### src/rtl/loop_sequencer_pkg.sv
// loop_sequencer_pkg: shared state encoding and default iteration-variable width
package loop_sequencer_pkg;
  localparam int ITERATION_VARIABLE_WIDTH = 16;
  typedef enum logic [1:0] {
    LS_IDLE = 2'd0,
    LS_RUN  = 2'd1,
    LS_DONE = 2'd2
  } ls_state_e;
endpackage

### src/rtl/loop_sequencer_if.sv
// loop_sequencer_if: config, handshake and iteration outputs of loop_sequencer
// iter_count exists only when LOOP_SEQ_ITER_COUNT_EN is defined
interface loop_sequencer_if #(parameter int W = loop_sequencer_pkg::ITERATION_VARIABLE_WIDTH);
  logic          start;
  logic signed [W-1:0] lb_i, ub_i, step_i, lb_j, ub_j, step_j;
  logic          ready;
  logic signed [W-1:0] i_var, j_var;
  logic          valid, last, done, busy;
`ifdef LOOP_SEQ_ITER_COUNT_EN
  logic [31:0]   iter_count;
`endif
  modport master (
    output start, lb_i, ub_i, step_i, lb_j, ub_j, step_j, ready,
    input  i_var, j_var, valid, last, done, busy
`ifdef LOOP_SEQ_ITER_COUNT_EN
    , input iter_count
`endif
  );
  modport slave (
    input  start, lb_i, ub_i, step_i, lb_j, ub_j, step_j, ready,
    output i_var, j_var, valid, last, done, busy
`ifdef LOOP_SEQ_ITER_COUNT_EN
    , output iter_count
`endif
  );
endinterface

### src/rtl/loop_sequencer_dim_counter.sv
// loop_dim_counter: one loop dimension holding latched lb/ub/step and the variable
module loop_dim_counter
  import loop_sequencer_pkg::*;
#(
  parameter int W = ITERATION_VARIABLE_WIDTH
) (
  input  logic         clk,
  input  logic         rst_n,
  input  logic         load,
  input  logic         advance,
  input  logic         rewind,
  input  logic [W-1:0] lb,
  input  logic [W-1:0] ub,
  input  logic [W-1:0] step,
  output logic [W-1:0] var_o,
  output logic         at_ub
);
  logic [W-1:0] lb_q, lb_d, ub_q, ub_d, step_q, step_d, var_q, var_d;
  always_comb begin
    lb_d   = load ? lb : lb_q;
    ub_d   = load ? ub : ub_q;
    step_d = load ? ((step == '0) ? W'(1) : step) : step_q;
    var_d  = load ? lb : rewind ? lb_q : advance ? var_q + step_q : var_q;
  end
  always_ff @(posedge clk or negedge rst_n) begin
    if (!rst_n) begin
      lb_q   <= '0;
      ub_q   <= '0;
      step_q <= '0;
      var_q  <= '0;
    end else begin
      lb_q   <= lb_d;
      ub_q   <= ub_d;
      step_q <= step_d;
      var_q  <= var_d;
    end
  end
  assign var_o = var_q;
  assign at_ub = var_q == ub_q;
endmodule

### src/rtl/loop_sequencer.sv
// loop_sequencer: row-major 2-D iteration sequencer with valid/ready handshake
// Define LOOP_SEQ_ITER_COUNT_EN to add the accepted-iteration counter
module loop_sequencer
  import loop_sequencer_pkg::*;
#(
  parameter int W = ITERATION_VARIABLE_WIDTH
) (
  input logic             clk,
  input logic             rst_n,
  loop_sequencer_if.slave bus
);
  ls_state_e    state_q, state_d;
  logic         load, accept, adv_i, rew_i, adv_j, at_ub_i, at_ub_j;
  logic [W-1:0] i_q, j_q;
  always_comb begin
    state_d = state_q;
    load    = 1'b0;
    adv_i   = 1'b0;
    rew_i   = 1'b0;
    adv_j   = 1'b0;
    accept  = (state_q == LS_RUN) && bus.ready;
    if (state_q == LS_IDLE && bus.start) begin
      load    = 1'b1;
      state_d = LS_RUN;
    end
    if (accept) begin
      adv_i   = !at_ub_i;
      rew_i   = at_ub_i && !at_ub_j;
      adv_j   = at_ub_i && !at_ub_j;
      state_d = (at_ub_i && at_ub_j) ? LS_DONE : LS_RUN;
    end
    if (state_q == LS_DONE) state_d = LS_IDLE;
  end
  always_ff @(posedge clk or negedge rst_n) begin
    if (!rst_n) state_q <= LS_IDLE;
    else        state_q <= state_d;
  end
  loop_dim_counter #(.W(W)) u_dim_i (
    .clk(clk), .rst_n(rst_n), .load(load), .advance(adv_i), .rewind(rew_i),
    .lb(bus.lb_i), .ub(bus.ub_i), .step(bus.step_i), .var_o(i_q), .at_ub(at_ub_i)
  );
  loop_dim_counter #(.W(W)) u_dim_j (
    .clk(clk), .rst_n(rst_n), .load(load), .advance(adv_j), .rewind(1'b0),
    .lb(bus.lb_j), .ub(bus.ub_j), .step(bus.step_j), .var_o(j_q), .at_ub(at_ub_j)
  );
  // Outputs decode registered state only, so ready/start never reach them combinationally
  assign bus.i_var = i_q;
  assign bus.j_var = j_q;
  assign bus.valid = state_q == LS_RUN;
  assign bus.last  = (state_q == LS_RUN) && at_ub_i && at_ub_j;
  assign bus.done  = state_q == LS_DONE;
  assign bus.busy  = state_q != LS_IDLE;
`ifdef LOOP_SEQ_ITER_COUNT_EN
  logic [31:0] cnt_q, cnt_d;
  always_comb cnt_d = load ? 32'd0 : accept ? cnt_q + 32'd1 : cnt_q;
  always_ff @(posedge clk or negedge rst_n) begin
    if (!rst_n) cnt_q <= '0;
    else        cnt_q <= cnt_d;
  end
  assign bus.iter_count = cnt_q;
`endif
endmodule

### src/flat_wrapper.sv
// flat-port wrapper written by rule: the top's interface ports become plain ports
module loop_sequencer_flat import loop_sequencer_pkg::*;
#(
  parameter int W = ITERATION_VARIABLE_WIDTH
)
  (clk, rst_n, bus_start, bus_lb_i, bus_ub_i, bus_step_i, bus_lb_j, bus_ub_j, bus_step_j, bus_ready, bus_i_var, bus_j_var, bus_valid, bus_last, bus_done, bus_busy);
  loop_sequencer_if #(.W(W)) bus_i ();
  input logic clk;
  input logic rst_n;
  input wire logic [$bits(bus_i.start)-1:0] bus_start;
  input wire logic [$bits(bus_i.lb_i)-1:0] bus_lb_i;
  input wire logic [$bits(bus_i.ub_i)-1:0] bus_ub_i;
  input wire logic [$bits(bus_i.step_i)-1:0] bus_step_i;
  input wire logic [$bits(bus_i.lb_j)-1:0] bus_lb_j;
  input wire logic [$bits(bus_i.ub_j)-1:0] bus_ub_j;
  input wire logic [$bits(bus_i.step_j)-1:0] bus_step_j;
  input wire logic [$bits(bus_i.ready)-1:0] bus_ready;
  output wire logic [$bits(bus_i.i_var)-1:0] bus_i_var;
  output wire logic [$bits(bus_i.j_var)-1:0] bus_j_var;
  output wire logic [$bits(bus_i.valid)-1:0] bus_valid;
  output wire logic [$bits(bus_i.last)-1:0] bus_last;
  output wire logic [$bits(bus_i.done)-1:0] bus_done;
  output wire logic [$bits(bus_i.busy)-1:0] bus_busy;
  assign bus_i.start = bus_start;
  assign bus_i.lb_i = bus_lb_i;
  assign bus_i.ub_i = bus_ub_i;
  assign bus_i.step_i = bus_step_i;
  assign bus_i.lb_j = bus_lb_j;
  assign bus_i.ub_j = bus_ub_j;
  assign bus_i.step_j = bus_step_j;
  assign bus_i.ready = bus_ready;
  assign bus_i_var = bus_i.i_var;
  assign bus_j_var = bus_i.j_var;
  assign bus_valid = bus_i.valid;
  assign bus_last = bus_i.last;
  assign bus_done = bus_i.done;
  assign bus_busy = bus_i.busy;
  loop_sequencer #(.W(W)) u_core (.clk(clk), .rst_n(rst_n), .bus(bus_i));
endmodule
### config.mk
export PLATFORM = sky130hd
export DESIGN_NAME = loop_sequencer_flat
export DESIGN_NICKNAME = d
export VERILOG_FILES = /design/src/rtl/loop_sequencer_pkg.sv /design/src/rtl/loop_sequencer_if.sv /design/src/rtl/loop_sequencer_dim_counter.sv /design/src/rtl/loop_sequencer.sv /design/src/flat_wrapper.sv
export SDC_FILE = /design/constraint.sdc
export NUM_CORES = 1
export LEC_CHECK = 0
export ABC_AREA = 1
export CORE_MARGIN = 2
export CORE_UTILIZATION = 48
export CTS_CLUSTER_DIAMETER = 40
export DETAILED_ROUTE_END_ITERATION = 10
export GPL_ROUTABILITY_DRIVEN = 0
export PLACE_DENSITY = 0.78
export SYNTH_ARGS = -nofsm -noshare
export SYNTH_HDL_FRONTEND = slang
export SYNTH_SLANG_ARGS = --single-unit
export TNS_END_PERCENT = 1
### constraint.sdc
create_clock -name clk -period 1.9 [get_ports clk]
set_input_delay 0.38 -clock clk [delete_from_list [all_inputs] [get_ports clk]]
set_output_delay 0.38 -clock clk [all_outputs]
set_load 0.005 [all_outputs]
# ---- Word-level counts from Yosys, hierarchy flattened
# Cells that the tools add are included.
dict set report classes {
  n_eq_ne 4
  add_sub_neg 2
  n_mux 14
  n_reduce_logical 15
}
# op n
set op_table {}
lappend op_table {{2-to-1 mux 16 bit} 7}
lappend op_table {{adder 16 bit} 2}
lappend op_table {{== test 16 bit} 2}
lappend op_table {{logical NOT 16 bit} 2}
lappend op_table {{2-to-1 mux 2 bit} 4}
lappend op_table {{logical AND 1 bit} 6}
lappend op_table {{nonzero test 3 bit} 2}
lappend op_table {{nonzero test 2 bit} 2}
lappend op_table {{2-to-1 mux 1 bit} 3}
lappend op_table {{== test 2 x 1 -> 1 bit, second input constant} 1}
lappend op_table {{== test 2 bit, second input constant} 1}
lappend op_table {{logical NOT 1 bit} 2}
lappend op_table {{logical NOT 2 bit} 1}
dict set report totals {
  reg_bits 114
  input_bits 100
  output_inout_bits 36
  elab_cells 43
}

# ---- Longest topological paths before layout
dict set report logic_depth {
  depth_word 6
  ltp_mapped 15
  depth_no_buf 14
}

# ---- Cells and area by module
# From an unflattened synthesis, not the netlist that was laid out.
dict set report unflattened {
  hier_cells 1068
  area_unflattened_um2 7812.5
}
# mod seq_area_each_um2 area_each_um2 cells_per_inst n_inst
set modules_own_cells {}
lappend modules_own_cells {{loop_dim_counter (u_core.u_dim_j)} 1601.5 3846.2 524 1}
lappend modules_own_cells {{loop_dim_counter (u_core.u_dim_i)} 1601.5 3806.2 521 1}
lappend modules_own_cells {loop_sequencer 50.0 160.2 23 1}

# ---- Least setup slack after synthesis
# No wires, ideal clock.
dict set report synth_timing {
  path_type {reg2reg}
  from {register u_core.u_dim_j.var_q[0] (netlist: u_core.u_dim_j.var_o[0])}
  to {register u_core.u_dim_j.var_q[10] (netlist: u_core.u_dim_j.var_o[10])}
  stages_incl_launch_ff 12
  path_slack_ns -0.039
  t_arrival_ns 1.810
  required_ns 1.771
  period_less_slack_ns 1.939
  setup_ns 0.129
  path_buffers 0
  path_cell_list {dfrtp_1 ha_1 fa_1 nand3_1 nand2_1 nand3_1 nand2_1 nand2_1 nand2_1 xor2_1 o21ai_0 o21ai_0}
}
dict set report synth_between {
  elab_chain_cells 5
  word_cells_on_any_way 8
  classes_between {add/sub (1); eq/ne (1); mux (3); reduce/logical (3)}
}
# element line
set synth_rtl {}
lappend synth_rtl {{start, declared} loop_sequencer_dim_counter.sv:18} ;# logic [W-1:0] lb_q, lb_d, ub_q, ub_d, step_q, step_d, var_q, var_d;
lappend synth_rtl {{start signal, assigned} loop_sequencer_dim_counter.sv:35} ;# var_q <= var_d;
lappend synth_rtl {{branches (longest 5 deep; another with adder 16 bit)} n/a}
# Parallel ways; which one is timed is not known. The select of a mux whose other input is x is not followed.
# A chain may end at the register's enable or synchronous reset.

# ---- Worst setup path in the final report
dict set report layout_timing {
  from {register u_core.u_dim_j.ub_q[5]}
  to {output port bus_last}
}
dict set report layout_between {
  elab_chain_cells 2
}
# element line
set layout_rtl {}
lappend layout_rtl {{start, declared} loop_sequencer_dim_counter.sv:18}
lappend layout_rtl {{start signal, assigned} loop_sequencer_dim_counter.sv:33} ;# ub_q <= ub_d;
lappend layout_rtl {{== test 16 bit} loop_sequencer_dim_counter.sv:39} ;# assign at_ub = var_q == ub_q;
lappend layout_rtl {{logical AND 1 bit} loop_sequencer.sv:50} ;# assign bus.last = (state_q == LS_RUN) && at_ub_i && at_ub_j;
lappend layout_rtl {{end, declared} flat_wrapper.sv:21} ;# output wire logic [$bits(bus_i.last)-1:0] bus_last;
# Every way passes these cells.

==> impl_metrics.json <==
{
  "violations": "negative setup slack",
  "run_status": "finished with violations",
  "cts_max_path_buffers": 2,
  "cts.reportedPaths.clkPinSlew_ns": 0.06,
  "wl_met1_microns": 9014,
  "grt.total_usage_pct": 27.33,
  "number_of_global_route_vias_before_repair": 7367,
  "slew-limit-headroom_pct": 73.88,
  "wl_met2_microns": 10220,
  "design.die.area_sq_um": 15710,
  "worst_pin_slew_ns": 0.3882,
  "wl_met3_microns": 1315,
  "globalRoute.totalOverflow": 0,
  "worst_min_path_class": "in -> async",
  "syn_to_final_growth_pct": 47.14,
  "setup_repair_after_global_routing_missed_its_margin": "yes",
  "grt_antenna_before_repair": 0,
  "post_layout_nonfiller_instances": 1419,
  "share_comb_of_total_power_pct": 57.0,
  "filler_cell_count": 1055,
  "drt-wirelength-per-cell_microns": 14.84,
  "maxUsedRoutingLayer": "met4",
  "antenna-diode-count": 0,
  "yosysUniqueCellTypes": 36,
  "post_synth_instance_area_sq_um": 7066,
  "layout_min_cycle_time_ns": 2.176,
  "post-route-worst-setup-slack_ns": -0.2763,
  "powerDensity_nw_per_um2": 1543,
  "leading_cell_type_in_the_layout_fill_and_taps_excluded": "nand2_1",
  "initialDrtViolationCount": 525,
  "floorplan_row_count": 44,
  "clockPowerShare_pct": 18.5,
  "share_of_yosys_cell_area_claimed_by_the_top_area_cell_type_pct": 40.38,
  "detail-route-antenna-nets": 0,
  "final_cell_area_sq_um": 10400,
  "final_hold_viol_count": 0,
  "grt_start_max_net_pins": 45,
  "setup.worst_path.class": "reg -> out",
  "cp_max_fo": 2,
  "grt_first_pass_wirelength_microns": 34530,
  "maxCapViolations": 0,
  "netlist_instances": 971,
  "cts-root-buf": "clkbuf_16",
  "cts_tree": "yes",
  "synthesis.yosys.warnings": 0,
  "seq_area_sq_um": 2853,
  "io_pins": 136,
  "p_sw_mw": 6.562,
  "postPlaceCellArea_sq_um": 9508,
  "routed_wire_length_microns": 21060,
  "avgSynthCellArea_sq_um": 7.277,
  "postSynthRegisterBits": 114,
  "detailedPlacementHpwl_microns": 14820,
  "route.detailed.vias_per_inst": 5.142,
  "io_buffers": 135,
  "ir_drop_worst_case_vdd_uv": 850.2,
  "finalSetupViolCount": 31,
  "cts_max_level": 4,
  "timing.critical_path.required_ns": 1.52,
  "synthesis.nets": 1103,
  "pwr-share-seq_pct": 24.6,
  "fin_crit_sh_pct": 114.5,
  "leakagePower_nw": 5.369,
  "start_kind": "flop",
  "design.final.nets": 1354,
  "clock_sink_count": 114,
  "reg2regPathDepth": 13,
  "max_freq_ghz": 0.4595,
  "dr_total_vias": 7296,
  "first_pass_iters": 5,
  "multi_input_area_sq_um": 3969,
  "worst_setup_path_end_kind": "output pin",
  "insertion_delay_ns": 0.43,
  "synthDominantAreaCellType": "dfrtp_1",
  "seq_area_frac_synth_pct": 40.38,
  "drc_errors": 0,
  "die_h_microns": 125.3,
  "netlist_top_cells_area": "dfrtp_1, nand2_1, ha_1",
  "floorplan.initialDensity_pct": 48.80,
  "clock_skew_ns": 0.009851,
  "final_layout_size_suffix_gt1_share_pct": 20.32,
  "fin_util_pct": 71.80,
  "core_sq_um": 14480,
  "layout.cells.most_common_list": "nand2_1, clkdlybuf4s50_1, dfrtp_1",
  "cts_made_buffers": 17,
  "p_int_mw": 9.482,
  "placed_cells": 1381,
  "power.switching_fraction_pct": 40.90,
  "die_w_microns": 125.3,
  "critPathArrivalTime_ns": 1.80,
  "drv_slew": 0
}
[power groups by stage]
stage          clock (mW)  sequential, mW  combinational [mW]
2_1_floorplan           0            3.99                4.67
3_3_place_gp            0            3.88                8.04
3_5_place_dp            0            3.92                8.23
4_1_cts              2.99            3.91                8.75
5_1_grt              3.13            4.04                10.1
6_report             2.96            3.94                9.14
[routing by layer]
layer | up-vias | global-route usage, %
met1 | 3385 | 34.72
li1 | 3590 | -
met2 | 276 | 45.75
met5 | - | 0
met4 | 0 | 10.52
met3 | 45 | 6.033
[worst max-delay path: stages, from the launching register on]
cell     delay, ns
dfrtp_1       0.40
xnor2_1       0.21
nand2_1       0.09
nor2_2        0.10
nand2_1       0.10
nor2_4        0.15
nand2_4       0.07
nor3_2        0.10
buf_2         0.14
[stage by stage]
step / setup WS (ns) / TNS (ns) / power, mW / hold slack, ns
after floorplan: 0.05297 / 0 / 8.652 / 0.08441
after global placement: -0.2761 / -2.246 / 11.93 / 0.3389
after detailed placement: -0.3120 / -2.925 / 12.15 / 0.3365
after CTS: -0.2674 / -1.870 / 15.66 / 0.4425
after global routing: -0.3760 / -6.540 / 17.25 / 0.4578
final: -0.2763 / -2.708 / 16.04 / 0.4305
[layout make-up]
cell class | instances | area share [%]
Tap cell | 184 | 2.214
Timing Repair Buffer | 259 | 23.24
Multi-Input combinational cell | 731 | 38.18
Clock inverter | 15 | 1.191
Sequential cell | 114 | 27.44
Clock buffer | 17 | 4.092
Inverter | 99 | 3.647
[cells by family (layout without fill, tap and decap cells)]
group | count (synthesis) | in the layout | synth area share, %
adders and majority gates | 32 | 32 | 5.879
xor gates and xnor gates | 39 | 39 | 4.834
buffers and inverters | 126 | 390 | 7.438
and+or+nand+nor | 545 | 545 | 32.09
AOI/OAI and AO/OA | 115 | 115 | 9.386
DFF | 114 | 114 | 40.38
[repair_timing]
item / 4_1_cts / 5_1_grt
gates cloned: 0 / 0
endpoints found under the setup margin: 33 / 39
gates resized for setup: 44 / 36
hold endpoints to repair: 24 / 0
setup buffers: 2 / 3
pin swaps: 8 / 6
hold buffers: 1 / 0
[synthesized netlist by cell type, drive strengths merged]
master,number
xnor2,25
nor3,3
a21oi,32
nand4,10
fa,2
nand2b,1
or2,2
nor4,8
buf,20
xor2,14
dfrtp,114
nor2,63
o21bai,4
a31o,1
nand3b,4
o22ai,5
inv,97
ha,30
o211ai,4
nand3,51
a21o,7
clkinv,2
nand2,403
o21a,1
o21ai,61
clkbuf,7
[flip-flops by register name (all words and copies together), names as in the netlist]
name	flops
u_core.u_dim_i.var_o	16
u_core.u_dim_j.ub_q	16
u_core.u_dim_j.var_o	16
u_core.u_dim_i.ub_q	16
u_core.u_dim_i.lb_q	16
u_core.state_q	2
u_core.u_dim_i.step_q	16
u_core.u_dim_j.step_q	16
[worst paths after layout]
kind                                               from                       end  slack (ns)
worst max-delay path             u_core.u_dim_j.ub_q[5]                  bus_last       -0.28
worst min-delay path                              rst_n         u_core.state_q[1]        0.43
worst max register to register  u_core.u_dim_j.var_o[8]  u_core.u_dim_j.var_o[15]       -0.17
worst min register to register   u_core.u_dim_i.lb_q[5]    u_core.u_dim_i.lb_q[5]        0.48
max in group asynchronous                         rst_n  u_core.u_dim_j.var_o[11]        0.90
min in group clk                            bus_ub_i[3]    u_core.u_dim_i.ub_q[3]        0.48
(Power assumes the default switching activity.)
